<file path="src/rtl/quiz_pkg.sv">
// Shared types, op codes and display helpers for the arithmetic quiz engine.
package quiz_pkg;

  // Round sequencing: generate operands, show A, B, tens, units, wait for the
  // player, then judge and start the next round.
  typedef enum logic [2:0] {
    ST_IDLE   = 3'd0,
    ST_GEN    = 3'd1,
    ST_SHOW_A = 3'd2,
    ST_SHOW_B = 3'd3,
    ST_SHOW_T = 3'd4,
    ST_SHOW_U = 3'd5,
    ST_ANSWER = 3'd6,
    ST_JUDGE  = 3'd7
  } state_t;

  // Hidden operator codes; they also index switch[2:0].
  localparam logic [1:0] OP_ADD = 2'd0;
  localparam logic [1:0] OP_SUB = 2'd1;
  localparam logic [1:0] OP_MUL = 2'd2;

  // Segment patterns, abcdefg with a in bit 6, 1 = lit.
  localparam logic [6:0] SEG_DASH  = 7'b0000001;
  localparam logic [6:0] SEG_BLANK = 7'b0000000;

  // Feedback mask for multiply-by-x modulo x^8+x^6+x^5+x^4+1.
  localparam logic [7:0] LFSR_TAPS = 8'h71;

  // Edge pattern of the skip button on its own.
  localparam logic [3:0] SW_SKIP = 4'b1000;

  // Decimal digit to segment code; anything above 9 is blank.
  function automatic logic [6:0] seg7(input logic [3:0] value);
    logic [6:0] code;
    case (value)
      4'd0:    code = 7'b1111110;
      4'd1:    code = 7'b0110000;
      4'd2:    code = 7'b1101101;
      4'd3:    code = 7'b1111001;
      4'd4:    code = 7'b0110011;
      4'd5:    code = 7'b1011011;
      4'd6:    code = 7'b1011111;
      4'd7:    code = 7'b1110000;
      4'd8:    code = 7'b1111111;
      4'd9:    code = 7'b1111011;
      default: code = SEG_BLANK;
    endcase
    return code;
  endfunction

  // Folds a nibble (0..15) into a decimal digit (0..9).
  function automatic logic [3:0] mod10(input logic [3:0] value);
    return (value >= 4'd10) ? (value - 4'd10) : value;
  endfunction

  // Two random bits to an operator; the unused code 3 becomes addition.
  function automatic logic [1:0] op_from_bits(input logic [1:0] bits);
    return (bits == 2'd3) ? OP_ADD : bits;
  endfunction

endpackage

</file>
<file path="src/rtl/quiz_lfsr.sv">
// 8-bit Galois LFSR for operand generation; steps on every clock.
module quiz_lfsr
  import quiz_pkg::*;
#(
  parameter logic [7:0] SEED = 8'hA5
) (
  input  logic       clk,
  input  logic       reset,
  output logic [7:0] value
);

  // Shift left and fold the outgoing bit back through the tap mask.
  always_ff @(posedge clk or posedge reset) begin
    if (reset) begin
      value <= SEED;
    end else begin
      value <= {value[6:0], 1'b0} ^ (value[7] ? LFSR_TAPS : 8'h00);
    end
  end

endmodule

</file>
<file path="src/rtl/quiz_engine.sv">
// Arithmetic quiz engine: random operands and hidden operator, paced display
// on one 7-segment digit, player answer on the switches, saturating score.
module quiz_engine
  import quiz_pkg::*;
#(
  parameter int         DIV_BITS     = 19,
  parameter int         SHOW_TICKS   = 3,
  parameter int         ANSWER_TICKS = 15,
  parameter int         MAX_SCORE    = 9,
  parameter logic [7:0] LFSR_SEED    = 8'hA5
) (
  input  logic       clk,
  input  logic       reset,
  input  logic [3:0] switch,
  output logic [6:0] num_led,
  output logic [1:0] digit_sel,
  output logic [6:0] point_led,
  output logic       busy,
  output logic       correct,
  output logic       wrong
);

  localparam logic [7:0]          SHOW_LAST   = 8'(SHOW_TICKS - 1);
  localparam logic [7:0]          ANSWER_LAST = 8'(ANSWER_TICKS - 1);
  localparam logic [3:0]          SCORE_MAX   = 4'(MAX_SCORE);
  localparam logic [DIV_BITS-1:0] PRE_ONE     = DIV_BITS'(1);

  // Pacing
  logic [DIV_BITS-1:0] pre;
  logic                tick;

  // Random source
  logic [7:0] lfsr;
  logic [3:0] p_val;
  logic [3:0] q_val;
  logic [3:0] gen_a;
  logic [3:0] gen_b;

  // Switch input path
  logic [3:0] sw_s1;
  logic [3:0] sw_s2;
  logic [3:0] sw_d;
  logic [3:0] sw_edge;
  logic       single_op;
  logic       op_right;

  // Round state
  state_t     state;
  logic [7:0] tick_cnt;
  logic [3:0] a_val;
  logic [3:0] b_val;
  logic [1:0] op;
  logic       op_load;
  logic [3:0] score;
  logic       enter_gen;

  // Arithmetic
  logic [6:0] sum_ab;
  logic [6:0] diff_ab;
  logic [6:0] prod_ab;
  logic [6:0] result;
  logic [3:0] tens;
  logic [3:0] units;
  logic [2:0] match_vec;

  quiz_lfsr #(
    .SEED (LFSR_SEED)
  ) u_lfsr (
    .clk   (clk),
    .reset (reset),
    .value (lfsr)
  );

  // Free-running prescaler; its all-ones value is the pacing tick.
  always_ff @(posedge clk or posedge reset) begin
    if (reset) begin
      pre <= '0;
    end else begin
      pre <= pre + PRE_ONE;
    end
  end

  assign tick = &pre;

  // Two-flop synchroniser plus one delay stage for rising-edge detection.
  always_ff @(posedge clk or posedge reset) begin
    if (reset) begin
      sw_s1 <= 4'b0000;
      sw_s2 <= 4'b0000;
      sw_d  <= 4'b0000;
    end else begin
      sw_s1 <= switch;
      sw_s2 <= sw_s1;
      sw_d  <= sw_s2;
    end
  end

  assign sw_edge = sw_s2 & ~sw_d;

  // Operand candidates from the current LFSR value, larger one first.
  always_comb begin
    p_val = mod10(lfsr[3:0]);
    q_val = mod10(lfsr[7:4]);
    gen_a = (p_val > q_val) ? p_val : q_val;
    gen_b = (p_val > q_val) ? q_val : p_val;
  end

  // All three candidate results; the hidden operator selects the real one.
  always_comb begin
    sum_ab  = {3'b000, a_val} + {3'b000, b_val};
    diff_ab = {3'b000, a_val} - {3'b000, b_val};
    prod_ab = {3'b000, a_val} * {3'b000, b_val};
    case (op)
      OP_ADD:  result = sum_ab;
      OP_SUB:  result = diff_ab;
      OP_MUL:  result = prod_ab;
      default: result = sum_ab;
    endcase
    match_vec = {prod_ab == result, diff_ab == result, sum_ab == result};
  end

  assign tens  = 4'(result / 7'd10);
  assign units = 4'(result % 7'd10);

  // Answer classification: exactly one operator button, and whether it fits.
  always_comb begin
    single_op = $onehot(sw_edge[2:0]) && !sw_edge[3];
    op_right  = |(sw_edge[2:0] & match_vec);
  end

  // A new round starts from IDLE or JUDGE on a tick, or at once on a skip.
  always_comb begin
    enter_gen = 1'b0;
    case (state)
      ST_IDLE:   enter_gen = tick;
      ST_JUDGE:  enter_gen = tick;
      ST_ANSWER: enter_gen = (sw_edge == SW_SKIP);
      default:   enter_gen = 1'b0;
    endcase
  end

  // Round FSM with registered display, score and pulse outputs.
  always_ff @(posedge clk or posedge reset) begin
    if (reset) begin
      state     <= ST_IDLE;
      tick_cnt  <= 8'd0;
      a_val     <= 4'd0;
      b_val     <= 4'd0;
      op        <= OP_ADD;
      op_load   <= 1'b0;
      score     <= 4'd0;
      point_led <= seg7(4'd0);
      num_led   <= SEG_BLANK;
      digit_sel <= 2'd0;
      busy      <= 1'b1;
      correct   <= 1'b0;
      wrong     <= 1'b0;
    end else begin
      correct <= 1'b0;
      wrong   <= 1'b0;
      op_load <= 1'b0;

      // The operator is taken one clock after the operands.
      if (op_load) begin
        op <= op_from_bits(lfsr[1:0]);
      end

      case (state)
        ST_IDLE: begin
          if (tick) begin
            state <= ST_GEN;
          end
        end

        ST_GEN: begin
          if (tick) begin
            state     <= ST_SHOW_A;
            tick_cnt  <= 8'd0;
            num_led   <= seg7(a_val);
            digit_sel <= 2'd0;
          end
        end

        ST_SHOW_A: begin
          if (tick) begin
            if (tick_cnt == SHOW_LAST) begin
              state     <= ST_SHOW_B;
              tick_cnt  <= 8'd0;
              num_led   <= seg7(b_val);
              digit_sel <= 2'd1;
            end else begin
              tick_cnt <= tick_cnt + 8'd1;
            end
          end
        end

        ST_SHOW_B: begin
          if (tick) begin
            if (tick_cnt == SHOW_LAST) begin
              state     <= ST_SHOW_T;
              tick_cnt  <= 8'd0;
              num_led   <= seg7(tens);
              digit_sel <= 2'd2;
            end else begin
              tick_cnt <= tick_cnt + 8'd1;
            end
          end
        end

        ST_SHOW_T: begin
          if (tick) begin
            if (tick_cnt == SHOW_LAST) begin
              state     <= ST_SHOW_U;
              tick_cnt  <= 8'd0;
              num_led   <= seg7(units);
              digit_sel <= 2'd3;
            end else begin
              tick_cnt <= tick_cnt + 8'd1;
            end
          end
        end

        ST_SHOW_U: begin
          if (tick) begin
            if (tick_cnt == SHOW_LAST) begin
              state     <= ST_ANSWER;
              tick_cnt  <= 8'd0;
              num_led   <= SEG_DASH;
              digit_sel <= 2'd3;
              busy      <= 1'b0;
            end else begin
              tick_cnt <= tick_cnt + 8'd1;
            end
          end
        end

        ST_ANSWER: begin
          if (|sw_edge) begin
            // A button edge wins over a coinciding timeout tick.
            if (sw_edge == SW_SKIP) begin
              state <= ST_GEN;
            end else begin
              state    <= ST_JUDGE;
              tick_cnt <= 8'd0;
              busy     <= 1'b1;
              if (single_op && op_right) begin
                correct <= 1'b1;
                if (score < SCORE_MAX) begin
                  score     <= score + 4'd1;
                  point_led <= seg7(score + 4'd1);
                end
              end else begin
                wrong <= 1'b1;
              end
            end
          end else if (tick) begin
            if (tick_cnt == ANSWER_LAST) begin
              state    <= ST_JUDGE;
              tick_cnt <= 8'd0;
              busy     <= 1'b1;
              wrong    <= 1'b1;
            end else begin
              tick_cnt <= tick_cnt + 8'd1;
            end
          end
        end

        ST_JUDGE: begin
          if (tick) begin
            state <= ST_GEN;
          end
        end

        default: begin
          state <= ST_IDLE;
        end
      endcase

      // Common entry into GEN: latch operands, blank the digit, mark busy.
      if (enter_gen) begin
        a_val     <= gen_a;
        b_val     <= gen_b;
        op_load   <= 1'b1;
        tick_cnt  <= 8'd0;
        num_led   <= SEG_BLANK;
        digit_sel <= 2'd0;
        busy      <= 1'b1;
      end
    end
  end

endmodule

</file>
<file path="config.mk">
export PLATFORM = sky130hd
export DESIGN_NAME = quiz_engine
export DESIGN_NICKNAME = d
export VERILOG_FILES = /design/src/rtl/quiz_pkg.sv /design/src/rtl/quiz_lfsr.sv /design/src/rtl/quiz_engine.sv
export SDC_FILE = /design/constraint.sdc
export NUM_CORES = 1
export LEC_CHECK = 0
export CORE_MARGIN = 2
export CORE_UTILIZATION = 46
export DETAILED_ROUTE_END_ITERATION = 10
export PLACE_DENSITY_LB_ADDON = 0.12
export SYNTH_ARGS = -nofsm -noshare
export SYNTH_HDL_FRONTEND = slang
export SYNTH_HIERARCHICAL = 1
export SYNTH_SLANG_ARGS = --single-unit
</file>
<file path="constraint.sdc">
create_clock -name clk -period 8.2 [get_ports clk]
set_clock_uncertainty 0.05 [all_clocks]
set_input_delay 2.05 -clock clk [delete_from_list [all_inputs] [get_ports clk]]
set_output_delay 2.05 -clock clk [all_outputs]
set_load 0.005 [all_outputs]
</file>
==> run metrics <==
status finished, final reports clean; final wirelength around 16000 um; CP arrival roughly 7500 ps; crit end category flip-flop; FILL cells around 1400; DRC errors left 0; CP startpoint kind flip-flop; HPWL after DPL ~12000 um; ANT nets after route 0; leakage approximately 3.3 nW; IO buf count 24; Die Height 126 um; fin crit period between 7000 and 8000 ps; grt total ovfl 0; Power Total ~0.85 mW; wl on met1 between 7000 and 8000 um; cts hold-fix bufs 0; met3 wire len about 550 um; ANT cells 0; post-synth top area cell dfrtp_1; CTS Buf Count 9; fin. max-slew vios 0; Mapped Nets 864; nets@finish between 800 and 900; Die W between 100 and 150 um; Post-synth top flop dfrtp_1; launch point of the worst path a_val[1]$_DFFE_PP0P_; distinct cell type count of the synthesized netlist 94; Power per Cell Area about 110 nW/um2; Slew HR 37.0%; RSZ-0062 raised after global routing no; first-pass GRT wire length about 27000 um; synth top area cells dfrtp_1 (27%), ha_1 (11%), nand2_1 (4.6%); setup TNS 0 ps; CP most frequent cell inv_1; DR iter-0 viols ~370; # resized after CTS 0; post-synthesis sequential area ratio between 30% and 40%; DR vias ~5700; WS Path Type flip-flop to flip-flop; initial antenna violation count 0; Reg clk slew, reported paths around 60 ps; VDD IR max approximately 0.12 mV; htree depth 3; Async SR Flop Fraction 100%; Crit path required time roughly 8400 ps; GP Congestion a little under 0.9; core area about 15000 um2; post-CTS setup buffer count 0; drt pass-1 iters 4; later-pin clock latency in the skew report ~340 ps; Starting Density 47.2%; drt wl/cell roughly 16 um; share of layout cells above drive strength 1 a little under a tenth; Synth warnings 6; Tot GR Track Use between 20% and 30%; final-report hold violation count 0; top sig layer met4; Sink Count 84; final setup fails 0; Max-Cap Viols 0; largest net degree at the start of global routing 77; EDFF count, synth 0; fmax 137 MHz; vias in the first global route about 5700; worst slew pin tran approximately 940 ps; clock buffer depth 2; Yosys reg bits 84; Critical R2R Launch a_val[1]$_DFFE_PP0P_; Cell Area, Synth ~6900 um2; die area around 16000 um2; HP Class flip-flop to flip-flop; I/O Pins 25; P&R area growth vs syn 8.99%; synthesized instance count between 700 and 800; slowest CP cell dfrtp_1; TritonCTS clock tree built; Sequential Area ~2100 um2; vias per inst between 5 and 6; top cell type's share of synthesized area a little over a quarter; met2 wire len about 8000 um; Syn Area/Cell about 8.7 um2; CP max stage delay approximately 600 ps; Multi-input gate area approximately 4400 um2; fin crit share about nine tenths; row cnt 44; hold_sp sw_s1[3]$_DFF_PP0_; root buf cell clkbuf_16; Crit Path Max Fanout 15
==> state kept, by name, indices dropped and copies added, names as in the netlist <==
| name | flops |
|---|---|
| point_led | 7 |
| wrong | 1 |
| u_lfsr/value | 8 |
| digit_sel | 2 |
| pre | 19 |
| tick_cnt | 8 |
| busy | 1 |
| a_val | 4 |
| num_led | 7 |
| sw_s1 | 4 |
| b_val | 4 |
| correct | 1 |
| sw_d | 4 |
| state | 3 |
| op_load | 1 |
| op | 2 |
| sw_s2 | 4 |
| score | 4 |
==> per-layer routing <==
metal  global-route usage [%]  up-vias
li1                         -     2813
met1                     26.4     2773
met2                     35.1      109
met3                     2.87       28
met4                     8.21        0
met5                        0        -
==> cell families after synthesis <==
| logic type | after synthesis | share of synthesized area, % |
|---|---|---|
| and+or+nand+nor | 280 | 20.3 |
| AOI/OAI and AO/OA | 215 | 21.4 |
| DFF | 84 | 30.7 |
| buffers and inverters | 73 | 4.81 |
| adders and majority gates | 70 | 13.4 |
| xor gates and xnor gates | 46 | 6.12 |
| muxes | 21 | 3.27 |
==> report_power, final <==
group | internal (mW) | switching (mW) | leakage, nW
Clock | 0.239 | 0.171 | 0.140
Combinational | 0.00507 | 0.0122 | 2.08
Sequential | 0.418 | 0.000960 | 1.09
==> critical path: cells and delay by family (launching register included) <==
kind	cells	cell delay [ps]
xor+xnor	2	430
flops	1	600
fa+ha+maj	6	2260
buf+inv	5	460
compound gates	10	2230
simple gates	6	1140
==> cells in the final DEF, fill, tap and decap left out, types with 9 or more instances in the layout <==
cell / Yosys / layout
xnor2_1: 25 / 25
nand3_1: 27 / 27
a31oi_1: 13 / 13
nand2b_1: 18 / 18
clkbuf_16: 0 / 9
dfrtp_1: 73 / 73
and2_1: 16 / 16
ha_1: 62 / 62
xor2_1: 20 / 20
o21ai_0: 57 / 57
dfstp_2: 11 / 11
a21oi_1: 44 / 44
nor3_1: 15 / 15
nor2_1: 66 / 66
mux2i_1: 12 / 12
nor2b_1: 10 / 10
inv_1: 43 / 42
clkdlybuf4s50_1: 0 / 24
nand2_1: 84 / 84
or3_1: 9 / 9
==> stage by stage <==
step / util [%] / setup WS [ps] / hold slack (ps) / instance area, um2 / instances
4_1_cts: 51.5 / 920 / 300 / 7510 / 987
5_1_grt: 51.5 / 395 / 317 / 7510 / 987
6_report: 51.5 / 912 / 298 / 7510 / 987
3_3_place_gp: 49.4 / 1270 / 287 / 7210 / 971
3_5_place_dp: 49.4 / 965 / 286 / 7210 / 971
2_1_floorplan: - / 1700 / 281 / 6890 / 789
==> final timing paths <==
| kind | end | slack (ps) | depth (start not counted) |
|---|---|---|---|
| setup / recovery | num_led[0]$_DFFE_PP0P_ | 910 | 29 |
| min in group asynchronous | u_lfsr/value[6]$_DFF_PP0_ | 1950 | 2 |
| hold reg to reg | sw_s2[3]$_DFF_PP0_ | 300 | 0 |
| hold / removal | sw_s2[3]$_DFF_PP0_ | 300 | 0 |
| max in group asynchronous | correct$_DFF_PP0_ | 5190 | 3 |
| setup reg to reg | num_led[0]$_DFFE_PP0P_ | 910 | 29 |
==> cell type report <==
| type | count | share of cell area (%) |
|---|---|---|
| Clock buffer | 10 | 3.05 |
| Sequential cell | 84 | 28.2 |
| Timing Repair Buffer | 25 | 3.30 |
| Tap cell | 184 | 3.07 |
| Multi-Input combinational cell | 632 | 59.2 |
| Clock inverter | 6 | 0.950 |
| Inverter | 46 | 2.30 |
==> synth_stat cells, drive strengths merged, types with 16 or more instances <==
cell type and instances:
dfrtp 73, a21oi 47, clkbuf 18, ha 62, inv 45, o21ai 61, nand3 28, and2 16
nand2b 19, nand2 85, xnor2 26, nor2 66, xor2 20
Power figures use the tool's default switching activity.
